**config.mk**
```make
export PLATFORM = sky130hd
export DESIGN_NAME = block_stats_unit
export DESIGN_NICKNAME = d
export VERILOG_FILES = /design/src/rtl/block_stats_pkg.sv /design/src/rtl/block_stats_calc.sv /design/src/rtl/block_stats_unit.sv
export SDC_FILE = /design/constraint.sdc
export NUM_CORES = 1
export LEC_CHECK = 0
export CORE_ASPECT_RATIO = 0.75
export CORE_UTILIZATION = 50
export CTS_BUF_LIST = sky130_fd_sc_hd__clkbuf_8 sky130_fd_sc_hd__clkbuf_16
export DETAILED_ROUTE_END_ITERATION = 10
export HOLD_SLACK_MARGIN = 0.06
export PLACE_DENSITY = 0.76
export SYNTH_ARGS = -nofsm -noshare
export SYNTH_HDL_FRONTEND = slang
export SYNTH_SLANG_ARGS = --single-unit
```
**constraint.sdc**
```tcl
create_clock -name clk -period 12 [get_ports clk]
set_input_delay 3 -clock clk [delete_from_list [all_inputs] [get_ports clk]]
set_output_delay 3 -clock clk [all_outputs]
set_load 0.1 [all_outputs]
```
**src/rtl/block_stats_pkg.sv**
```systemverilog
// Shared types and width helpers for the block statistics engine.
//
// Contents:
//   state_e : top-level FSM states (ACCUM, FINAL)
//   SUM_W   : per-channel sum accumulator width, DW + L
//   SQ_W    : per-channel sum-of-squares accumulator width, 2*DW + L
//   ch_lsb  : LSB position of channel k inside a packed multi-channel bus
package block_stats_pkg;

    typedef enum logic {
        ACCUM = 1'b0,
        FINAL = 1'b1
    } state_e;

    function automatic int SUM_W(input int dw, input int l);
        return dw + l;
    endfunction

    function automatic int SQ_W(input int dw, input int l);
        return 2 * dw + l;
    endfunction

    function automatic int ch_lsb(input int k, input int w);
        return k * w;
    endfunction

endpackage

```
**src/rtl/block_stats_calc.sv**
```systemverilog
// Combinational mean / population-variance evaluation for one channel.
// Shared by all channels; the top presents one channel per FINAL cycle.
//
// Ports:
//   sum_i    : sum of the N samples of the block
//   sumsq_i  : sum of squares of the N samples
//   mean_o   : floor(sum / N)
//   var_o    : (sumsq - ((sum*sum) >> L)) >> L, truncating
module block_stats_calc
    import block_stats_pkg::*;
#(
    parameter int DATA_WIDTH   = 8,
    parameter int LOG2_SAMPLES = 6
)
(
    input  logic [SUM_W(DATA_WIDTH, LOG2_SAMPLES)-1:0] sum_i,
    input  logic [SQ_W(DATA_WIDTH, LOG2_SAMPLES)-1:0]  sumsq_i,
    output logic [DATA_WIDTH-1:0]                      mean_o,
    output logic [2*DATA_WIDTH-1:0]                    var_o
);

    localparam int SW  = SUM_W(DATA_WIDTH, LOG2_SAMPLES);
    localparam int QW  = SQ_W(DATA_WIDTH, LOG2_SAMPLES);
    localparam int PSW = 2 * SW;
    localparam int VW  = 2 * DATA_WIDTH;

    logic [PSW-1:0] sum_sq;
    logic [QW-1:0]  inner;
    logic [QW-1:0]  diff;

    assign sum_sq = PSW'(sum_i) * PSW'(sum_i);
    // (sum^2)/N is bounded by sumsq (Cauchy-Schwarz), so it fits QW bits
    // and the subtraction below cannot wrap.
    assign inner  = QW'(sum_sq >> LOG2_SAMPLES);
    assign diff   = sumsq_i - inner;

    assign mean_o = DATA_WIDTH'(sum_i >> LOG2_SAMPLES);
    assign var_o  = VW'(diff >> LOG2_SAMPLES);

endmodule

```
**src/rtl/block_stats_unit.sv**
```systemverilog
// Streaming per-block statistics engine. Accumulates sum and sum of
// squares for NUM_CH channels over N = 2^LOG2_SAMPLES accepted beats, then
// spends NUM_CH cycles computing mean and population variance per channel
// through one shared calc unit.
//
// Optional feature (macro BLOCK_STATS_MINMAX_EN): adds min_out / max_out,
// per-channel running min/max of the block, valid alongside out_valid.
//
// Ports:
//   clk, rst_n          : clock, asynchronous active-low reset
//   soft_clr            : synchronous abort of the current block and result
//   in_valid/in_ready   : input handshake, in_data holds NUM_CH samples
//   out_valid/out_ready : result handshake
//   mean_out, var_out   : per-channel results, channel k in slice k
//   busy                : high while the FINAL computation runs
//
// state | meaning
// ------+---------------------------------------------------------------
// ACCUM | accepting beats; last beat of a block waits for a free result slot
// FINAL | one channel per cycle through the calc unit, input stalled
module block_stats_unit
    import block_stats_pkg::*;
#(
    parameter int DATA_WIDTH   = 8,
    parameter int NUM_CH       = 3,
    parameter int LOG2_SAMPLES = 6
)
(
    input  logic                           clk,
    input  logic                           rst_n,
    input  logic                           soft_clr,
    input  logic                           in_valid,
    output logic                           in_ready,
    input  logic [NUM_CH*DATA_WIDTH-1:0]   in_data,
    output logic                           out_valid,
    input  logic                           out_ready,
    output logic [NUM_CH*DATA_WIDTH-1:0]   mean_out,
    output logic [NUM_CH*2*DATA_WIDTH-1:0] var_out,
`ifdef BLOCK_STATS_MINMAX_EN
    output logic [NUM_CH*DATA_WIDTH-1:0]   min_out,
    output logic [NUM_CH*DATA_WIDTH-1:0]   max_out,
`endif
    output logic                           busy
);

    localparam int SW = SUM_W(DATA_WIDTH, LOG2_SAMPLES);
    localparam int QW = SQ_W(DATA_WIDTH, LOG2_SAMPLES);
    localparam int PW = 2 * DATA_WIDTH;
    localparam int CW = (NUM_CH > 1) ? $clog2(NUM_CH) : 1;
    localparam logic [LOG2_SAMPLES-1:0] CNT_LAST = '1;
    localparam logic [CW-1:0]           CH_LAST  = CW'(NUM_CH - 1);

    state_e                               state_q;
    logic [LOG2_SAMPLES-1:0]              count_q;
    logic [CW-1:0]                        ch_idx_q;
    logic [SW-1:0]                        sum_q   [NUM_CH];
    logic [QW-1:0]                        sumsq_q [NUM_CH];
    logic [SW-1:0]                        sum_d   [NUM_CH];
    logic [QW-1:0]                        sumsq_d [NUM_CH];
    logic [DATA_WIDTH-1:0]                x       [NUM_CH];
    logic [NUM_CH-1:0][DATA_WIDTH-1:0]    mean_q;
    logic [NUM_CH-1:0][PW-1:0]            var_q;
    logic                                 out_valid_q;

    logic                                 last_beat;
    logic                                 accept;
    logic                                 pop;

    logic [SW-1:0]                        calc_sum;
    logic [QW-1:0]                        calc_sumsq;
    logic [DATA_WIDTH-1:0]                calc_mean;
    logic [PW-1:0]                        calc_var;

`ifdef BLOCK_STATS_MINMAX_EN
    logic [NUM_CH-1:0][DATA_WIDTH-1:0]    min_q,  max_q;
    logic [NUM_CH-1:0][DATA_WIDTH-1:0]    min_d,  max_d;
    logic [NUM_CH-1:0][DATA_WIDTH-1:0]    min_out_q, max_out_q;

    assign min_out = min_out_q;
    assign max_out = max_out_q;
`endif

    // The last beat of a block may only land if the result slot is free by
    // the time FINAL finishes; a same-cycle pop counts as free.
    assign last_beat = (count_q == CNT_LAST);
    assign in_ready  = (state_q == ACCUM) && !(last_beat && out_valid_q && !out_ready);
    assign accept    = in_valid && in_ready;
    assign pop       = out_valid_q && out_ready;

    assign out_valid = out_valid_q;
    assign mean_out  = mean_q;
    assign var_out   = var_q;
    assign busy      = (state_q == FINAL);

    always_comb begin
        for (int k = 0; k < NUM_CH; k++) begin
            x[k]       = in_data[ch_lsb(k, DATA_WIDTH) +: DATA_WIDTH];
            sum_d[k]   = sum_q[k] + SW'(x[k]);
            sumsq_d[k] = sumsq_q[k] + QW'(PW'(x[k]) * PW'(x[k]));
`ifdef BLOCK_STATS_MINMAX_EN
            min_d[k]   = (x[k] < min_q[k]) ? x[k] : min_q[k];
            max_d[k]   = (x[k] > max_q[k]) ? x[k] : max_q[k];
`endif
        end
    end

    assign calc_sum   = sum_q[ch_idx_q];
    assign calc_sumsq = sumsq_q[ch_idx_q];

    block_stats_calc #(
        .DATA_WIDTH   (DATA_WIDTH),
        .LOG2_SAMPLES (LOG2_SAMPLES)
    ) u_calc (
        .sum_i   (calc_sum),
        .sumsq_i (calc_sumsq),
        .mean_o  (calc_mean),
        .var_o   (calc_var)
    );

    always_ff @(posedge clk or negedge rst_n) begin
        if (!rst_n) begin
            state_q     <= ACCUM;
            count_q     <= '0;
            ch_idx_q    <= '0;
            out_valid_q <= 1'b0;
            mean_q      <= '0;
            var_q       <= '0;
            for (int k = 0; k < NUM_CH; k++) begin
                sum_q[k]   <= '0;
                sumsq_q[k] <= '0;
            end
`ifdef BLOCK_STATS_MINMAX_EN
            min_q     <= '1;
            max_q     <= '0;
            min_out_q <= '0;
            max_out_q <= '0;
`endif
        end else if (soft_clr) begin
            // Results keep their last values; only the handshake is dropped.
            state_q     <= ACCUM;
            count_q     <= '0;
            ch_idx_q    <= '0;
            out_valid_q <= 1'b0;
            for (int k = 0; k < NUM_CH; k++) begin
                sum_q[k]   <= '0;
                sumsq_q[k] <= '0;
            end
`ifdef BLOCK_STATS_MINMAX_EN
            min_q <= '1;
            max_q <= '0;
`endif
        end else begin
            if (pop) begin
                out_valid_q <= 1'b0;
            end
            case (state_q)
                ACCUM: begin
                    if (accept) begin
                        count_q <= count_q + LOG2_SAMPLES'(1);
                        for (int k = 0; k < NUM_CH; k++) begin
                            sum_q[k]   <= sum_d[k];
                            sumsq_q[k] <= sumsq_d[k];
                        end
`ifdef BLOCK_STATS_MINMAX_EN
                        if (last_beat) begin
                            min_out_q <= min_d;
                            max_out_q <= max_d;
                            min_q     <= '1;
                            max_q     <= '0;
                        end else begin
                            min_q <= min_d;
                            max_q <= max_d;
                        end
`endif
                        if (last_beat) begin
                            state_q  <= FINAL;
                            ch_idx_q <= '0;
                        end
                    end
                end
                FINAL: begin
                    mean_q[ch_idx_q]  <= calc_mean;
                    var_q[ch_idx_q]   <= calc_var;
                    sum_q[ch_idx_q]   <= '0;
                    sumsq_q[ch_idx_q] <= '0;
                    if (ch_idx_q == CH_LAST) begin
                        state_q     <= ACCUM;
                        ch_idx_q    <= '0;
                        out_valid_q <= 1'b1;
                    end else begin
                        ch_idx_q <= ch_idx_q + CW'(1);
                    end
                end
            endcase
        end
    end

endmodule

```
After elaboration in Yosys (flattened, before gate mapping)
Cells that the tools add are included.
{"block": "op_classes", "addsub": 9, "multipliers": 4, "order_cmp": 4, "eq_ne": 5, "mux": 39, "bitwise": 7, "n_reduce_logical": 13}
{"operator": "$mux 66", "n": 2}
{"operator": "$pmux 66 s2", "n": 1}
{"operator": "$mux 42", "n": 2}
{"operator": "$pmux 42 s2", "n": 1}
{"operator": "$add 22x16->22", "n": 3}
{"operator": "$and 66x66->66", "n": 1}
{"operator": "$mux 22", "n": 3}
{"operator": "$not 66->66", "n": 1}
{"operator": "$bwmux 48", "n": 1}
{"operator": "$mul 8x8->16", "n": 3}
{"operator": "$bmux 22 s2", "n": 1}
{"operator": "$demux 22 s2", "n": 1}
{"operator": "$add 14x8->14", "n": 3}
{"operator": "$and 42x42->42", "n": 1}
{"operator": "$mux 14", "n": 3}
{"operator": "$not 42->42", "n": 1}
{"operator": "$demux 16 s2", "n": 1}
{"operator": "$bmux 14 s2", "n": 1}
{"operator": "$demux 14 s2", "n": 1}
{"operator": "$mul 14x14->28", "n": 1}
{"operator": "$bwmux 24", "n": 1}
{"operator": "$sub 22x22->22", "n": 1}
{"operator": "$mux 6", "n": 3}
{"operator": "$demux 8 s2", "n": 1}
{"operator": "22 further kinds", "n": 43}
{"block": "word_totals", "register_bits": 190}

Depth between registers and ports, before layout
{"block": "depth", "ltp_word": 9, "mapped_depth": 40, "depth_no_buf": 36}

Hierarchy
From an unflattened synthesis, not the netlist that was laid out.
{"block": "hier_totals", "cells_unflattened": 2523, "area_unflattened_um2": 23092.1}
{"module": "block_stats_unit", "n_inst": 1, "cells_per_inst": 1729, "area_per_inst_um2": 16363.2, "seq_area_each_um2": 4754.6}
{"module": "block_stats_calc", "n_inst": 1, "cells_per_inst": 794, "area_per_inst_um2": 6729.0, "seq_area_each_um2": 0.0}

Worst setup path before layout
OpenSTA, ideal clock, no wires.
{"block": "synth_timing", "path_kind": "register to register", "start": "register ch_idx_q[0]", "end": "register var_q (netlist bit var_out[46])", "setup_time_ps": 80, "arrival_ps": 9147, "t_required_ps": 11920, "slack_ps": 2772, "path_stages_with_launch": 39, "n_path_buf": 3, "synth_period_minus_slack_ps": 9228, "path_cell_list": "dfrtp_1 -> buf_6 -> buf_6 -> buf_1 -> mux2i_1 -> nor2_1 -> a21oi_1 -> clkinv_1 -> nand2_1 -> inv_1 -> fa_1 -> inv_1 -> fa_1 -> inv_1 -> fa_1 -> fa_1 -> fa_1 -> inv_1 -> [3 not listed] -> a21o_1 -> a2111oi_1 -> a21boi_0 -> o31ai_1 -> a21oi_1 -> inv_1 -> a21oi_1 -> xor2_1 -> ha_1 -> nand4_1 -> a21oi_1 -> o41ai_4 -> a211oi_1 -> nor2_2 -> o311ai_2 -> a31o_4 -> mux2_4 -> o211ai_2"}
{"block": "synth_between", "elab_chain_len": 7, "elab_cells_between_ends": 15}
{"item": "start: declaration", "line_no": "block_stats_unit.sv:55", "source": "logic [CW-1:0] ch_idx_q;"}
{"item": "start signal: assignment", "line_no": "block_stats_unit.sv:191", "source": "ch_idx_q <= ch_idx_q + CW'(1);"}
{"item": "$not 2->3 (implied by the code)", "line_no": "block_stats_unit.sv:107", "source": "assign calc_sum = sum_q[ch_idx_q];"}
{"item": "$bmux 14 s2", "line_no": "block_stats_unit.sv:107"}
{"item": "$mux 14 (implied by the code) (2 in series)", "line_no": "block_stats_unit.sv:107"}
{"item": "net calc_mean[1]", "line_no": "block_stats_unit.sv:71", "source": "logic [DATA_WIDTH-1:0] calc_mean;"}
{"item": "$mul 14x14->28", "line_no": "block_stats_calc.sv:31", "source": "assign sum_sq = PSW'(sum_i) * PSW'(sum_i);"}
{"item": "$sub 22x22->22", "line_no": "block_stats_calc.sv:35", "source": "assign diff = sumsq_i - inner;"}
{"item": "$bwmux 48", "line_no": "block_stats_unit.sv:183", "source": "var_q[ch_idx_q] <= calc_var;"}
{"item": "end signal: indexed assignment", "line_no": "block_stats_unit.sv:183"}
{"item": "end: declaration", "line_no": "block_stats_unit.sv:62", "source": "logic [NUM_CH-1:0][PW-1:0] var_q;"}
The timed path passes the listed nets, and every way through them passes these cells. The select of a mux whose other input is x is not followed.
A chain may end at the register's enable or synchronous reset.

Worst setup path in the final report
{"block": "layout_timing", "start": "register ch_idx_q[1]", "end": "register var_q (netlist bit var_out[46])"}
{"block": "layout_between", "elab_chain_len": 7, "elab_cells_between_ends": 15}
{"item": "$not 2->3 (implied by the code)", "line_no": "block_stats_unit.sv:107, block_stats_unit.sv:108"}
{"item": "$bmux 14 s2", "line_no": "block_stats_unit.sv:107"}
{"item": "$mux 14 (implied by the code) (2 in series)", "line_no": "block_stats_unit.sv:107"}
{"item": "$mul 14x14->28", "line_no": "block_stats_calc.sv:31"}
{"item": "$sub 22x22->22", "line_no": "block_stats_calc.sv:35"}
{"item": "$bwmux 48 (*)", "line_no": "block_stats_unit.sv:183"}
Every way passes the cells marked *; elsewhere a longest branch is shown, timed or not. The select of a mux whose other input is x is not followed.

==> results_dict.tcl <==
set metrics [dict create \
    final_layout_size_suffix_gt1_frac 0.0320 \
    first_global_vias 17800 \
    grt_first_pass_wirelength_um 94100 \
    critPathMaxFanout 43 \
    dp_slack_ns 2.02 \
    netSwitchingFraction 0.467 \
    num_io_pins 104 \
    dp_hpwl_um 46100 \
    post_drt_wl_per_cell_um 18.5 \
    worst_path_max_delay_cell "a2111oi_1" \
    finalWorstSetupSlack_ns 1.87 \
    post-route-period-util 0.844 \
    cts-resized-gates 0 \
    end_kind "flip-flop" \
    tritoncts "done" \
    cp.arrival_ns 10.48 \
    row_count 66 \
    synthesis.nets 3027 \
    power_frac_seq 0.217 \
    powerDensity_mw_per_mm2 159 \
    yosys_warnings 0 \
    core_mm2 0.0437 \
    antenna_cells_inserted 0 \
    dr_total_vias 17948 \
    syn2layout_area_growth_pct 9.56 \
    die_area_mm2 0.0454 \
    drt-vias-per-instance 5.71 \
    grt_start_max_net_pins 120 \
    antenna_violating_nets_post_route 0 \
    ys_dominant_reg_cell "dfrtp_1" \
    timing.critical_path.mode_cell "fa_1" \
    die_width_um 246 \
    p_leak_nw 12.5 \
    worst_hold_path_type "flip-flop to flip-flop" \
    place_congestion 0.971 \
    netlist-cell-type-count 77 \
    cellInternalPower_mw 2.07 \
    outcome "finished clean" \
    syn-cell-area_mm2 0.0223 \
    worst_slew_margin_rel 0.282 \
    overflow 0 \
    cts.clk_slew.worst_paths_ns 0.08 \
    synth_enable_flop_cells 0 \
    max_freq_mhz 98.7 \
    clock_tree.buffer_depth 2 \
    timing.final.hold_violations 0 \
    synth_cells 2507 \
    syn_area_per_cell_um2 8.89 \
    route.detailed.drc 0 \
    share_comb_of_total_power 0.630 \
    timing.critical_path.slowest_cell_delay_ns 0.57 \
    worst-slew-pin-transition_ns 1.07 \
    setup_viol 0 \
    timing.critical_path.from_type "flip-flop" \
    finalWorstPathRequiredPeriod_ns 10.13 \
    timing.final.max_slew_violations 0 \
    drt-total-wl_um 58100 \
    numCtsBuffers 17 \
    grt_usage 0.265 \
    synthArstFlopShare 1.00 \
    port_buffers 103 \
    p_total_mw 3.89 \
    critical_path_data_required_time_ns 12.35 \
    postSynthRegisterBits 190 \
    fin_nets 3072 \
    postCtsSetupBuffers 0 \
    cts-htree-levels 4 \
    grt_antenna_before_repair 0 \
    clock_power_share 0.153 \
    synth.yosys.seq_area_share 0.213 \
    cts-root-buf "clkbuf_16" \
    cts-hold-fix-buffers 0 \
    dieHeight_um 185 \
    fillers 3836 \
    drt_first_iter_violations 1658 \
    peakVddDrop_uv 119 \
    power_switching_mw 1.82 \
    cts.sink_count 190 \
    drtPass1Iterations 7 \
    initial_utilization 0.510 \
    insertion_delay_ns 0.45 \
    cap_viol_max_count 0 \
    finalClockSkew_ns 0.0156 \
    totalNegativeSetupSlack_ns 0 \
    rsz0062_at_grt "false" \
    timing_worst_setup_path_type "flip-flop to flip-flop" \
]
worst max-delay path: cells and delay by family (launching register included):
family                     cells  cell delay, ns
adders and majority gates      8            3.46
AOI/OAI and AO/OA             13            3.46
buffers and inverters          8            1.49
and+or+nand+nor                4            0.86
DFF                            1            0.34
muxes                          1            0.30
xor gates and xnor gates       1            0.09
logic make-up (layout without fill, tap and decap cells):
logic type | after synthesis | in the layout | synth area share
xor+xnor | 111 | 111 | 0.0436
fa+ha+maj | 491 | 491 | 0.355
buf+inv | 486 | 544 | 0.0832
flops | 190 | 190 | 0.213
mux | 44 | 44 | 0.0204
compound gates | 545 | 545 | 0.153
simple gates | 640 | 640 | 0.131
state kept, by name, summed over array words and instances (netlist names):
register and flops:
out_valid 1, var_out 48, ch_idx_q 2, mean_out 24, sum_q 42, sumsq_q 66
count_q 6, busy 1
power groups by stage:
| stage | clock [mW] | sequential, mW | combinational (mW) |
|---|---|---|---|
| floorplan | 0 | 0.818 | 1.86 |
| global placement | 0 | 0.849 | 2.33 |
| detailed placement | 0 | 0.850 | 2.43 |
| CTS | 0.599 | 0.838 | 2.45 |
| global route | 0.625 | 0.851 | 2.79 |
| finish | 0.595 | 0.845 | 2.45 |
layout make-up:
type / count / area, um^2 / share of cell area
Sequential cell: 190 / 4760 / 0.195
Tap cell: 578 / 723 / 0.0296
Multi-Input combinational cell: 1831 / 15700 / 0.643
Timing Repair Buffer: 117 / 1140 / 0.0467
Clock inverter: 13 / 151 / 0.00620
Clock buffer: 19 / 453 / 0.0186
Inverter: 395 / 1480 / 0.0607
layout by cell type (no fill, tap or decap), types with 6 or more instances in the layout:
master and instances:
fa_1 236, clkbuf_16 17, a22o_1 9, inv_1 390, nand2b_1 10, o21a_1 14, xnor2_1 74, ha_1 255
a31oi_1 14, and2_1 60, o21ai_0 187, o211ai_1 10, a211oi_1 8, a22oi_1 15, nor3_1 23, o31ai_1 12
clkdlybuf4s50_1 102, nor2_1 98, nand3_1 25, nor2b_1 22, clkinv_1 6, or2_2 12, buf_4 14, a21oi_1 141
o21bai_1 24, a21o_1 44, xor2_1 37, or3_1 13, mux2i_1 40, nand2_1 325, dfrtp_1 188, a221oi_1 21
and3_1 15, nand4_1 8
synthesized netlist by cell type, types with 21 or more instances:
| library cell | number | share of area |
|---|---|---|
| a21oi_1 | 141 | 0.032 |
| o21bai_1 | 24 | 0.0081 |
| nor3_1 | 23 | 0.0052 |
| ha_1 | 255 | 0.14 |
| o21ai_0 | 187 | 0.042 |
| xnor2_1 | 74 | 0.029 |
| fa_1 | 236 | 0.21 |
| nor2_1 | 101 | 0.017 |
| mux2i_1 | 40 | 0.018 |
| dfrtp_1 | 190 | 0.21 |
| xor2_1 | 37 | 0.015 |
| inv_1 | 389 | 0.066 |
| nand2_1 | 325 | 0.055 |
| clkbuf_1 | 79 | 0.013 |
| and2_1 | 60 | 0.017 |
| nor2b_1 | 22 | 0.0062 |
| nand3_1 | 26 | 0.0058 |
| a21o_1 | 44 | 0.015 |
| a221oi_1 | 21 | 0.0083 |
per-layer routing:
layer	track usage	vias to the layer above	share of wire	wire length, um
met2	0.412	662	0.44	25500
met3	0.0404	82	0.075	4370
li1	-	8346	-	-
met5	0	-	0	0
met1	0.388	8858	0.47	27300
met4	0.0599	0	0.017	990
metrics by stage:
step,instances,hold WS (ns),cell area (um^2),util
after CTS,3143,0.488,24400,0.559
after detailed placement,3111,0.473,23800,0.545
after global routing,3143,0.496,24400,0.559
final,3143,0.480,24400,0.559
after global placement,3111,0.464,23800,0.545
after floorplan,2507,0.450,22300,-
final timing paths:
check | cells past startpoint | endpoint | slack (ns) | startpoint
max reg2reg | 35 | var_out[46] | 1.87 | ch_idx_q[1]
max in group asynchronous | 2 | sumsq_q[55] | 7.74 | rst_n
max | 35 | var_out[46] | 1.87 | ch_idx_q[1]
min reg2reg | 2 | var_out[19] | 0.48 | var_out[19]
min | 2 | var_out[19] | 0.48 | var_out[19]
min in group asynchronous | 1 | sumsq_q[11] | 2.69 | rst_n
No activity file was read; power rests on OpenSTA's default activity.
